## config.mk

```make
export PLATFORM = sky130hd
export DESIGN_NAME = logic_arbiter_flat
export DESIGN_NICKNAME = d
export VERILOG_FILES = /design/src/rtl/logic_arbiter_if.sv /design/src/rtl/logic_arbiter.sv /design/src/flat_wrapper.sv
export SDC_FILE = /design/constraint.sdc
export NUM_CORES = 1
export LEC_CHECK = 0
export CORE_UTILIZATION = 40
export DETAILED_ROUTE_END_ITERATION = 16
export HOLD_SLACK_MARGIN = 0.08
export PLACE_DENSITY = 0.83
export SLEW_MARGIN = 25
export SYNTH_ARGS = -nofsm -noshare
export SYNTH_HDL_FRONTEND = slang
export SYNTH_SLANG_ARGS = --single-unit
export TNS_END_PERCENT = 5
```

## constraint.sdc

```tcl
create_clock -name clk -period 2.6 [get_ports clk]
set_clock_uncertainty 0.1 [all_clocks]
set_input_delay 0.39 -clock clk [delete_from_list [all_inputs] [get_ports clk]]
set_output_delay 0.39 -clock clk [all_outputs]
set_load 0.1 [all_outputs]
```

## src/rtl/logic_arbiter_if.sv

```systemverilog
// logic_arbiter_if: request/response handshake bundle for the two requesters of logic_arbiter
interface logic_arbiter_if;
    logic       req0_valid, req0_ready, req1_valid, req1_ready;
    logic [3:0] req0_x, req0_y, req1_x, req1_y;
    logic [1:0] req0_s, req1_s;
    logic       rsp0_valid, rsp0_ready, rsp1_valid, rsp1_ready;
    logic [7:0] rsp0_data, rsp1_data;
    logic       busy;
    logic [7:0] gnt_cnt0, gnt_cnt1;
    modport master (
        output req0_valid, req0_x, req0_y, req0_s, req1_valid, req1_x, req1_y, req1_s,
               rsp0_ready, rsp1_ready,
        input  req0_ready, req1_ready, rsp0_valid, rsp0_data, rsp1_valid, rsp1_data,
               busy, gnt_cnt0, gnt_cnt1
    );
    modport slave (
        input  req0_valid, req0_x, req0_y, req0_s, req1_valid, req1_x, req1_y, req1_s,
               rsp0_ready, rsp1_ready,
        output req0_ready, req1_ready, rsp0_valid, rsp0_data, rsp1_valid, rsp1_data,
               busy, gnt_cnt0, gnt_cnt1
    );
endinterface

```

## src/rtl/logic_arbiter.sv

```systemverilog
// logic_arbiter: round-robin sharing of one 4-bit logical unit between two requesters.
// Optional saturating grant counters enabled by LOGIC_ARBITER_GNT_COUNT_EN.
module logic_arbiter_logical (
    input  logic [3:0] i_x,
    input  logic [3:0] i_y,
    input  logic [1:0] i_s,
    output logic [7:0] o_f
);
    assign o_f = (i_s == 2'd3) ? ~{i_y, i_x} :
                 {4'b0, (i_s == 2'd0) ? (i_x & i_y) : (i_s == 2'd1) ? (i_x | i_y) : (i_x ^ i_y)};
endmodule

module logic_arbiter #(
    parameter bit RR_INIT = 1'b0
) (
    input logic              clk,
    input logic              rst_n,
    logic_arbiter_if.slave   bus
);
    typedef enum logic [1:0] {IDLE, EXEC, RESP} state_t;
    state_t     r_state;
    logic       r_owner, r_ptr, r_busy;
    logic [3:0] r_x, r_y;
    logic [1:0] r_s;
    logic       r_rsp0_valid, r_rsp1_valid;
    logic [7:0] r_rsp0_data, r_rsp1_data;
    logic       w_any, w_gnt, w_accept, w_hs;
    logic [7:0] w_f;

    assign w_any    = bus.req0_valid | bus.req1_valid;
    assign w_gnt    = (bus.req0_valid & bus.req1_valid) ? r_ptr : bus.req1_valid;
    // ready is gated by rst_n so it reads 0 while reset is held
    assign w_accept = rst_n && (r_state == IDLE) && w_any;
    assign w_hs     = (r_rsp0_valid & bus.rsp0_ready) | (r_rsp1_valid & bus.rsp1_ready);

    assign bus.req0_ready = w_accept && !w_gnt;
    assign bus.req1_ready = w_accept && w_gnt;
    assign bus.rsp0_valid = r_rsp0_valid;
    assign bus.rsp1_valid = r_rsp1_valid;
    assign bus.rsp0_data  = r_rsp0_data;
    assign bus.rsp1_data  = r_rsp1_data;
    assign bus.busy       = r_busy;

    logic_arbiter_logical u_logical (.i_x(r_x), .i_y(r_y), .i_s(r_s), .o_f(w_f));

    always_ff @(posedge clk or negedge rst_n) begin
        if (!rst_n) begin
            r_state      <= IDLE;
            r_owner      <= 1'b0;
            r_ptr        <= RR_INIT;
            r_busy       <= 1'b0;
            r_x          <= 4'h0;
            r_y          <= 4'h0;
            r_s          <= 2'd0;
            r_rsp0_valid <= 1'b0;
            r_rsp1_valid <= 1'b0;
            r_rsp0_data  <= 8'h00;
            r_rsp1_data  <= 8'h00;
        end else begin
            case (r_state)
                IDLE: if (w_any) begin
                    r_x     <= w_gnt ? bus.req1_x : bus.req0_x;
                    r_y     <= w_gnt ? bus.req1_y : bus.req0_y;
                    r_s     <= w_gnt ? bus.req1_s : bus.req0_s;
                    r_owner <= w_gnt;
                    r_busy  <= 1'b1;
                    r_state <= EXEC;
                end
                EXEC: begin
                    r_rsp0_valid <= !r_owner;
                    r_rsp1_valid <= r_owner;
                    r_rsp0_data  <= r_owner ? 8'h00 : w_f;
                    r_rsp1_data  <= r_owner ? w_f : 8'h00;
                    r_state      <= RESP;
                end
                RESP: if (w_hs) begin
                    r_rsp0_valid <= 1'b0;
                    r_rsp1_valid <= 1'b0;
                    r_rsp0_data  <= 8'h00;
                    r_rsp1_data  <= 8'h00;
                    r_busy       <= 1'b0;
                    r_ptr        <= !r_owner;
                    r_state      <= IDLE;
                end
                default: r_state <= IDLE;
            endcase
        end
    end

`ifdef LOGIC_ARBITER_GNT_COUNT_EN
    logic [7:0] r_gnt_cnt0, r_gnt_cnt1;
    always_ff @(posedge clk or negedge rst_n) begin
        if (!rst_n) begin
            r_gnt_cnt0 <= 8'h00;
            r_gnt_cnt1 <= 8'h00;
        end else begin
            if (bus.req0_ready && r_gnt_cnt0 != 8'hFF) r_gnt_cnt0 <= r_gnt_cnt0 + 8'd1;
            if (bus.req1_ready && r_gnt_cnt1 != 8'hFF) r_gnt_cnt1 <= r_gnt_cnt1 + 8'd1;
        end
    end
    assign bus.gnt_cnt0 = r_gnt_cnt0;
    assign bus.gnt_cnt1 = r_gnt_cnt1;
`else
    assign bus.gnt_cnt0 = 8'h00;
    assign bus.gnt_cnt1 = 8'h00;
`endif
endmodule

```

## src/flat_wrapper.sv

```systemverilog
// flat-port wrapper written by rule: the top's interface ports become plain ports
module logic_arbiter_flat 
#(
    parameter bit RR_INIT = 1'b0
)
  (clk, rst_n, bus_req0_valid, bus_req0_x, bus_req0_y, bus_req0_s, bus_req1_valid, bus_req1_x, bus_req1_y, bus_req1_s, bus_rsp0_ready, bus_rsp1_ready, bus_req0_ready, bus_req1_ready, bus_rsp0_valid, bus_rsp0_data, bus_rsp1_valid, bus_rsp1_data, bus_busy, bus_gnt_cnt0, bus_gnt_cnt1);
  logic_arbiter_if bus_i ();
  input logic clk;
  input logic rst_n;
  input wire logic [$bits(bus_i.req0_valid)-1:0] bus_req0_valid;
  input wire logic [$bits(bus_i.req0_x)-1:0] bus_req0_x;
  input wire logic [$bits(bus_i.req0_y)-1:0] bus_req0_y;
  input wire logic [$bits(bus_i.req0_s)-1:0] bus_req0_s;
  input wire logic [$bits(bus_i.req1_valid)-1:0] bus_req1_valid;
  input wire logic [$bits(bus_i.req1_x)-1:0] bus_req1_x;
  input wire logic [$bits(bus_i.req1_y)-1:0] bus_req1_y;
  input wire logic [$bits(bus_i.req1_s)-1:0] bus_req1_s;
  input wire logic [$bits(bus_i.rsp0_ready)-1:0] bus_rsp0_ready;
  input wire logic [$bits(bus_i.rsp1_ready)-1:0] bus_rsp1_ready;
  output wire logic [$bits(bus_i.req0_ready)-1:0] bus_req0_ready;
  output wire logic [$bits(bus_i.req1_ready)-1:0] bus_req1_ready;
  output wire logic [$bits(bus_i.rsp0_valid)-1:0] bus_rsp0_valid;
  output wire logic [$bits(bus_i.rsp0_data)-1:0] bus_rsp0_data;
  output wire logic [$bits(bus_i.rsp1_valid)-1:0] bus_rsp1_valid;
  output wire logic [$bits(bus_i.rsp1_data)-1:0] bus_rsp1_data;
  output wire logic [$bits(bus_i.busy)-1:0] bus_busy;
  output wire logic [$bits(bus_i.gnt_cnt0)-1:0] bus_gnt_cnt0;
  output wire logic [$bits(bus_i.gnt_cnt1)-1:0] bus_gnt_cnt1;
  assign bus_i.req0_valid = bus_req0_valid;
  assign bus_i.req0_x = bus_req0_x;
  assign bus_i.req0_y = bus_req0_y;
  assign bus_i.req0_s = bus_req0_s;
  assign bus_i.req1_valid = bus_req1_valid;
  assign bus_i.req1_x = bus_req1_x;
  assign bus_i.req1_y = bus_req1_y;
  assign bus_i.req1_s = bus_req1_s;
  assign bus_i.rsp0_ready = bus_rsp0_ready;
  assign bus_i.rsp1_ready = bus_rsp1_ready;
  assign bus_req0_ready = bus_i.req0_ready;
  assign bus_req1_ready = bus_i.req1_ready;
  assign bus_rsp0_valid = bus_i.rsp0_valid;
  assign bus_rsp0_data = bus_i.rsp0_data;
  assign bus_rsp1_valid = bus_i.rsp1_valid;
  assign bus_rsp1_data = bus_i.rsp1_data;
  assign bus_busy = bus_i.busy;
  assign bus_gnt_cnt0 = bus_i.gnt_cnt0;
  assign bus_gnt_cnt1 = bus_i.gnt_cnt1;
  logic_arbiter #(.RR_INIT(RR_INIT)) u_core (.clk(clk), .rst_n(rst_n), .bus(bus_i));
endmodule
```

==> metrics.txt <==
# TYPE chip_impl_metric gauge
chip_impl_metric{name="dr_wl_cell",unit="microns"} 14.8
chip_impl_info{name="synth_area_leader_cell",value="dfrtp_1"} 1
chip_impl_metric{name="globalRouteTotalUtil",unit="%"} 18.2
chip_impl_metric{name="postCtsSetupBuffers",unit=""} 0
chip_impl_metric{name="actual_slew_at_the_worst_max_slew_pin",unit="ns"} 0.642
chip_impl_metric{name="max_freq",unit="MHz"} 441
chip_impl_info{name="tritoncts",value="built"} 1
chip_impl_metric{name="drc",unit=""} 0
chip_impl_info{name="critPathLaunchType",value="input pin"} 1
chip_impl_metric{name="final.hold.worst_slack",unit="ns"} 0.270
chip_impl_metric{name="yosys.cell_types.count",unit=""} 33
chip_impl_metric{name="boundaryPins",unit=""} 63
chip_impl_metric{name="vdd_drop_max",unit="mV"} 0.218
chip_impl_metric{name="initial_antenna_violation_count",unit=""} 0
chip_impl_info{name="synth_top_flop_cell",value="dfrtp_1"} 1
chip_impl_metric{name="pleak",unit="uW"} 0.00106
chip_impl_metric{name="via_per_inst",unit=""} 5.33
chip_impl_info{name="worstHoldPathType",value="input pin to async pin"} 1
chip_impl_info{name="worstReg2RegStart",value="u_core.r_y[2]$_DFFE_PN0P_"} 1
chip_impl_metric{name="period_share",unit="%"} 87.2
chip_impl_metric{name="clk_pin_slew_worst_paths",unit="ns"} 0.06
chip_impl_metric{name="chipHeight",unit="microns"} 69.0
chip_impl_metric{name="worst_slew_slack_as_a_fraction_of_its_limit",unit="%"} 57.1
chip_impl_metric{name="grt_overflow_total",unit=""} 0
chip_impl_metric{name="fraction_of_registers_with_async_set_or_reset_after_synthesis",unit="%"} 100
chip_impl_info{name="setup_repair_after_global_routing_missed_its_margin",value="false"} 1
chip_impl_metric{name="finalHoldViolations",unit=""} 0
chip_impl_metric{name="drive_above_1_share",unit="%"} 19.8
chip_impl_metric{name="detailed_place_hpwl",unit="microns"} 2890
chip_impl_metric{name="power_per_cell_area",unit="nW/um^2"} 461
chip_impl_metric{name="detail-route-antenna-nets",unit=""} 0
chip_impl_metric{name="io_buffer_count",unit=""} 46
chip_impl_info{name="post_synth_main_area_contributors",value="dfrtp_1 (46%), buf_4 (6.7%), ha_1 (5.6%), mux4_2 (5.0%), o2bb2ai_1 (3.9%)"} 1
chip_impl_metric{name="num_vias",unit=""} 1396
chip_impl_metric{name="clock_sinks",unit=""} 33
chip_impl_info{name="r2r_end",value="u_core.bus.rsp1_data[2]$_DFFE_PN0P_"} 1
chip_impl_metric{name="worst_ep_required_time",unit="ns"} 2.11
chip_impl_metric{name="regToRegSetupSlack",unit="ns"} 0.83
chip_impl_metric{name="largest_net_degree_at_the_start_of_global_routing",unit=""} 32
chip_impl_metric{name="yosysWarningCount",unit=""} 0
chip_impl_metric{name="htree_levels",unit=""} 2
chip_impl_metric{name="number_of_flops_mapped_to_enable_cells_by_yosys",unit=""} 0
chip_impl_metric{name="post_cts_hold_buffer_count",unit=""} 0
chip_impl_metric{name="cp_data_arrival_time",unit="ns"} 1.78
chip_impl_metric{name="postSynthRegisterBits",unit=""} 33
chip_impl_metric{name="insertedDiodeCount",unit=""} 0
chip_impl_metric{name="avgSynthCellArea",unit="sq um"} 10.8
chip_impl_metric{name="ys_seq_area_share",unit="%"} 46.1
chip_impl_metric{name="syn-instance-count",unit=""} 166
chip_impl_metric{name="final_net_count",unit=""} 245
chip_impl_metric{name="drv_slew",unit=""} 0
chip_impl_metric{name="drtPass1Iterations",unit=""} 4
chip_impl_metric{name="max_cap_viol_count",unit=""} 0
chip_impl_metric{name="initial_core_util",unit="%"} 43.3
chip_impl_metric{name="vias_in_the_first_global_route",unit=""} 1314
chip_impl_metric{name="cts-resized-gates",unit=""} 0
chip_impl_metric{name="routability_congestion_estimate_from_global_placement",unit=""} 0.782
chip_impl_metric{name="insertion_delay",unit="ns"} 0.28
chip_impl_info{name="clock_tree.root_cell",value="clkbuf_8"} 1
chip_impl_info{name="critPathCaptureType",value="primary output"} 1
chip_impl_info{name="status",value="finished, final reports clean"} 1
chip_impl_metric{name="fp.dieW",unit="microns"} 69.0
chip_impl_metric{name="timing.final.setup_violations",unit=""} 0
chip_impl_info{name="post-synth-top-count-cell",value="dfrtp_1"} 1
chip_impl_metric{name="floorplan.rows",unit=""} 23
chip_impl_metric{name="grt_first_pass_wirelength",unit="microns"} 6200
chip_impl_metric{name="reg2regPathDepth",unit=""} 4
chip_impl_metric{name="detailedRoute.firstIterationViolations",unit=""} 85
chip_impl_info{name="timing_worst_setup_path_type",value="input pin to primary output"} 1
chip_impl_metric{name="netlist.area_leader.share",unit="%"} 46.1
chip_impl_metric{name="setup_tns",unit="ns"} 0
chip_impl_metric{name="worstPathMaxFanout",unit=""} 11
chip_impl_metric{name="clock_path_buffers",unit=""} 2
chip_impl_metric{name="core-area",unit="sq um"} 4140
chip_impl_metric{name="die_area",unit="sq um"} 4750
chip_impl_metric{name="combined_area_of_all_synthesized_cells",unit="sq um"} 1790
chip_impl_metric{name="drt-total-wl",unit="microns"} 3870
chip_impl_metric{name="fin_crit",unit="ns"} 2.27
chip_impl_info{name="synth.top_cells.by_count",value="dfrtp_1 (33), buf_4 (16), inv_1 (14), nand3_1 (11)"} 1
chip_impl_metric{name="cts_made_buffers",unit=""} 5
chip_impl_metric{name="synthToLayoutAreaGrowth",unit="%"} 26.5
==> layer usage <==
layer | wire length [microns] | track usage (%) | vias to the layer above
li1 | - | - | 661
met1 | 1620 | 23.7 | 663
met2 | 1870 | 27.8 | 66
met3 | 314 | 5.76 | 6
met4 | 65 | 7.65 | 0
met5 | 0 | 0 | -
==> report_power, final <==
group	leakage, uW	total (uW)	internal (uW)	switching [uW]
clock	0.0000395	360	190	170
combinational	0.000612	173	40.1	133
sequential	0.000409	514	514	0
==> worst max-delay path, stage by stage <==
cell and delay [ns]:
clkdlybuf4s50_1 0.42, or2_2 0.40, and2_1 0.20, and3_1 0.19, buf_12 0.17
==> cell families (layout without fill, tap and decap cells) <==
family | Yosys count | count (layout) | share of synthesized area, %
AO/OA/AOI/OAI | 53 | 53 | 21.1
buffers and inverters | 41 | 72 | 13.3
flip-flops | 33 | 33 | 46.1
AND/OR/NAND/NOR | 25 | 25 | 8.10
adder cells (fa/ha/maj) | 8 | 8 | 5.58
multiplexers | 5 | 5 | 5.65
other | 1 | 16 | 0.209
==> layout by cell type (no fill, tap or decap) <==
cell type        synthesis  routed
dfrtp_1                 33      33
clkdlybuf4s50_1          0      25
buf_4                   16      23
conb_1                   1      16
inv_1                   14      14
nand3_1                 11      11
o21ai_0                 10      10
a21oi_1                 10      10
a31oi_1                 10      10
o2bb2ai_1                8       8
ha_1                     8       8
clkbuf_8                 0       5
mux4_2                   4       4
a22o_2                   4       4
a32o_1                   4       4
clkbuf_1                 6       3
nand2b_1                 2       2
nand2_1                  2       2
a22o_1                   2       2
nor2b_1                  2       2
a21o_1                   2       2
buf_12                   0       2
nor2_1                   1       1
or2_2                    1       1
and2_1                   1       1
and3_1                   1       1
and4_1                   1       1
and2b_1                  1       1
a21oi_4                  1       1
nor3b_2                  1       1
mux2_2                   1       1
o32ai_1                  1       1
o21bai_1                 1       1
nand4_1                  1       1
==> per-stage QoR <==
stage	util (%)	instance area [sq um]	setup slack, ns	std cells	power (uW)
6_report	54.7	2270	0.333	262	1050
5_1_grt	54.7	2270	0.294	262	1090
4_1_cts	54.7	2270	0.334	262	1060
3_5_place_dp	52.8	2190	0.340	254	696
3_3_place_gp	52.8	2190	0.345	254	695
2_1_floorplan	-	1850	0.587	181	659
==> sequential cells by signal (all words and copies together), names as in the netlist, 2 cells and up <==
name and count:
u_core.bus.rsp1_data 8, u_core.r_y 4, u_core.bus.rsp0_data 8, u_core.r_x 4, u_core.r_state 2, u_core.r_s 2
==> layout make-up <==
class                      count  area [sq um]
sequential                    33           826
fill                         374          1880
clock buffer                   8          80.1
timing repair buffer          50           463
multi-input combinational    107           785
inverter                      14          52.6
tap                           50          62.6
==> worst max-delay path by stage <==
| stage | start | to |
|---|---|---|
| global route | bus_req1_valid | bus_req0_ready |
| global placement | bus_req1_valid | bus_req0_ready |
| detailed placement | bus_req1_valid | bus_req0_ready |
| finish | bus_req1_valid | bus_req0_ready |
| CTS | bus_req1_valid | bus_req0_ready |
| floorplan | u_core.r_state[1]$_DFFE_PN0P_ | bus_req0_ready |
Power figures use the tool's default switching activity.
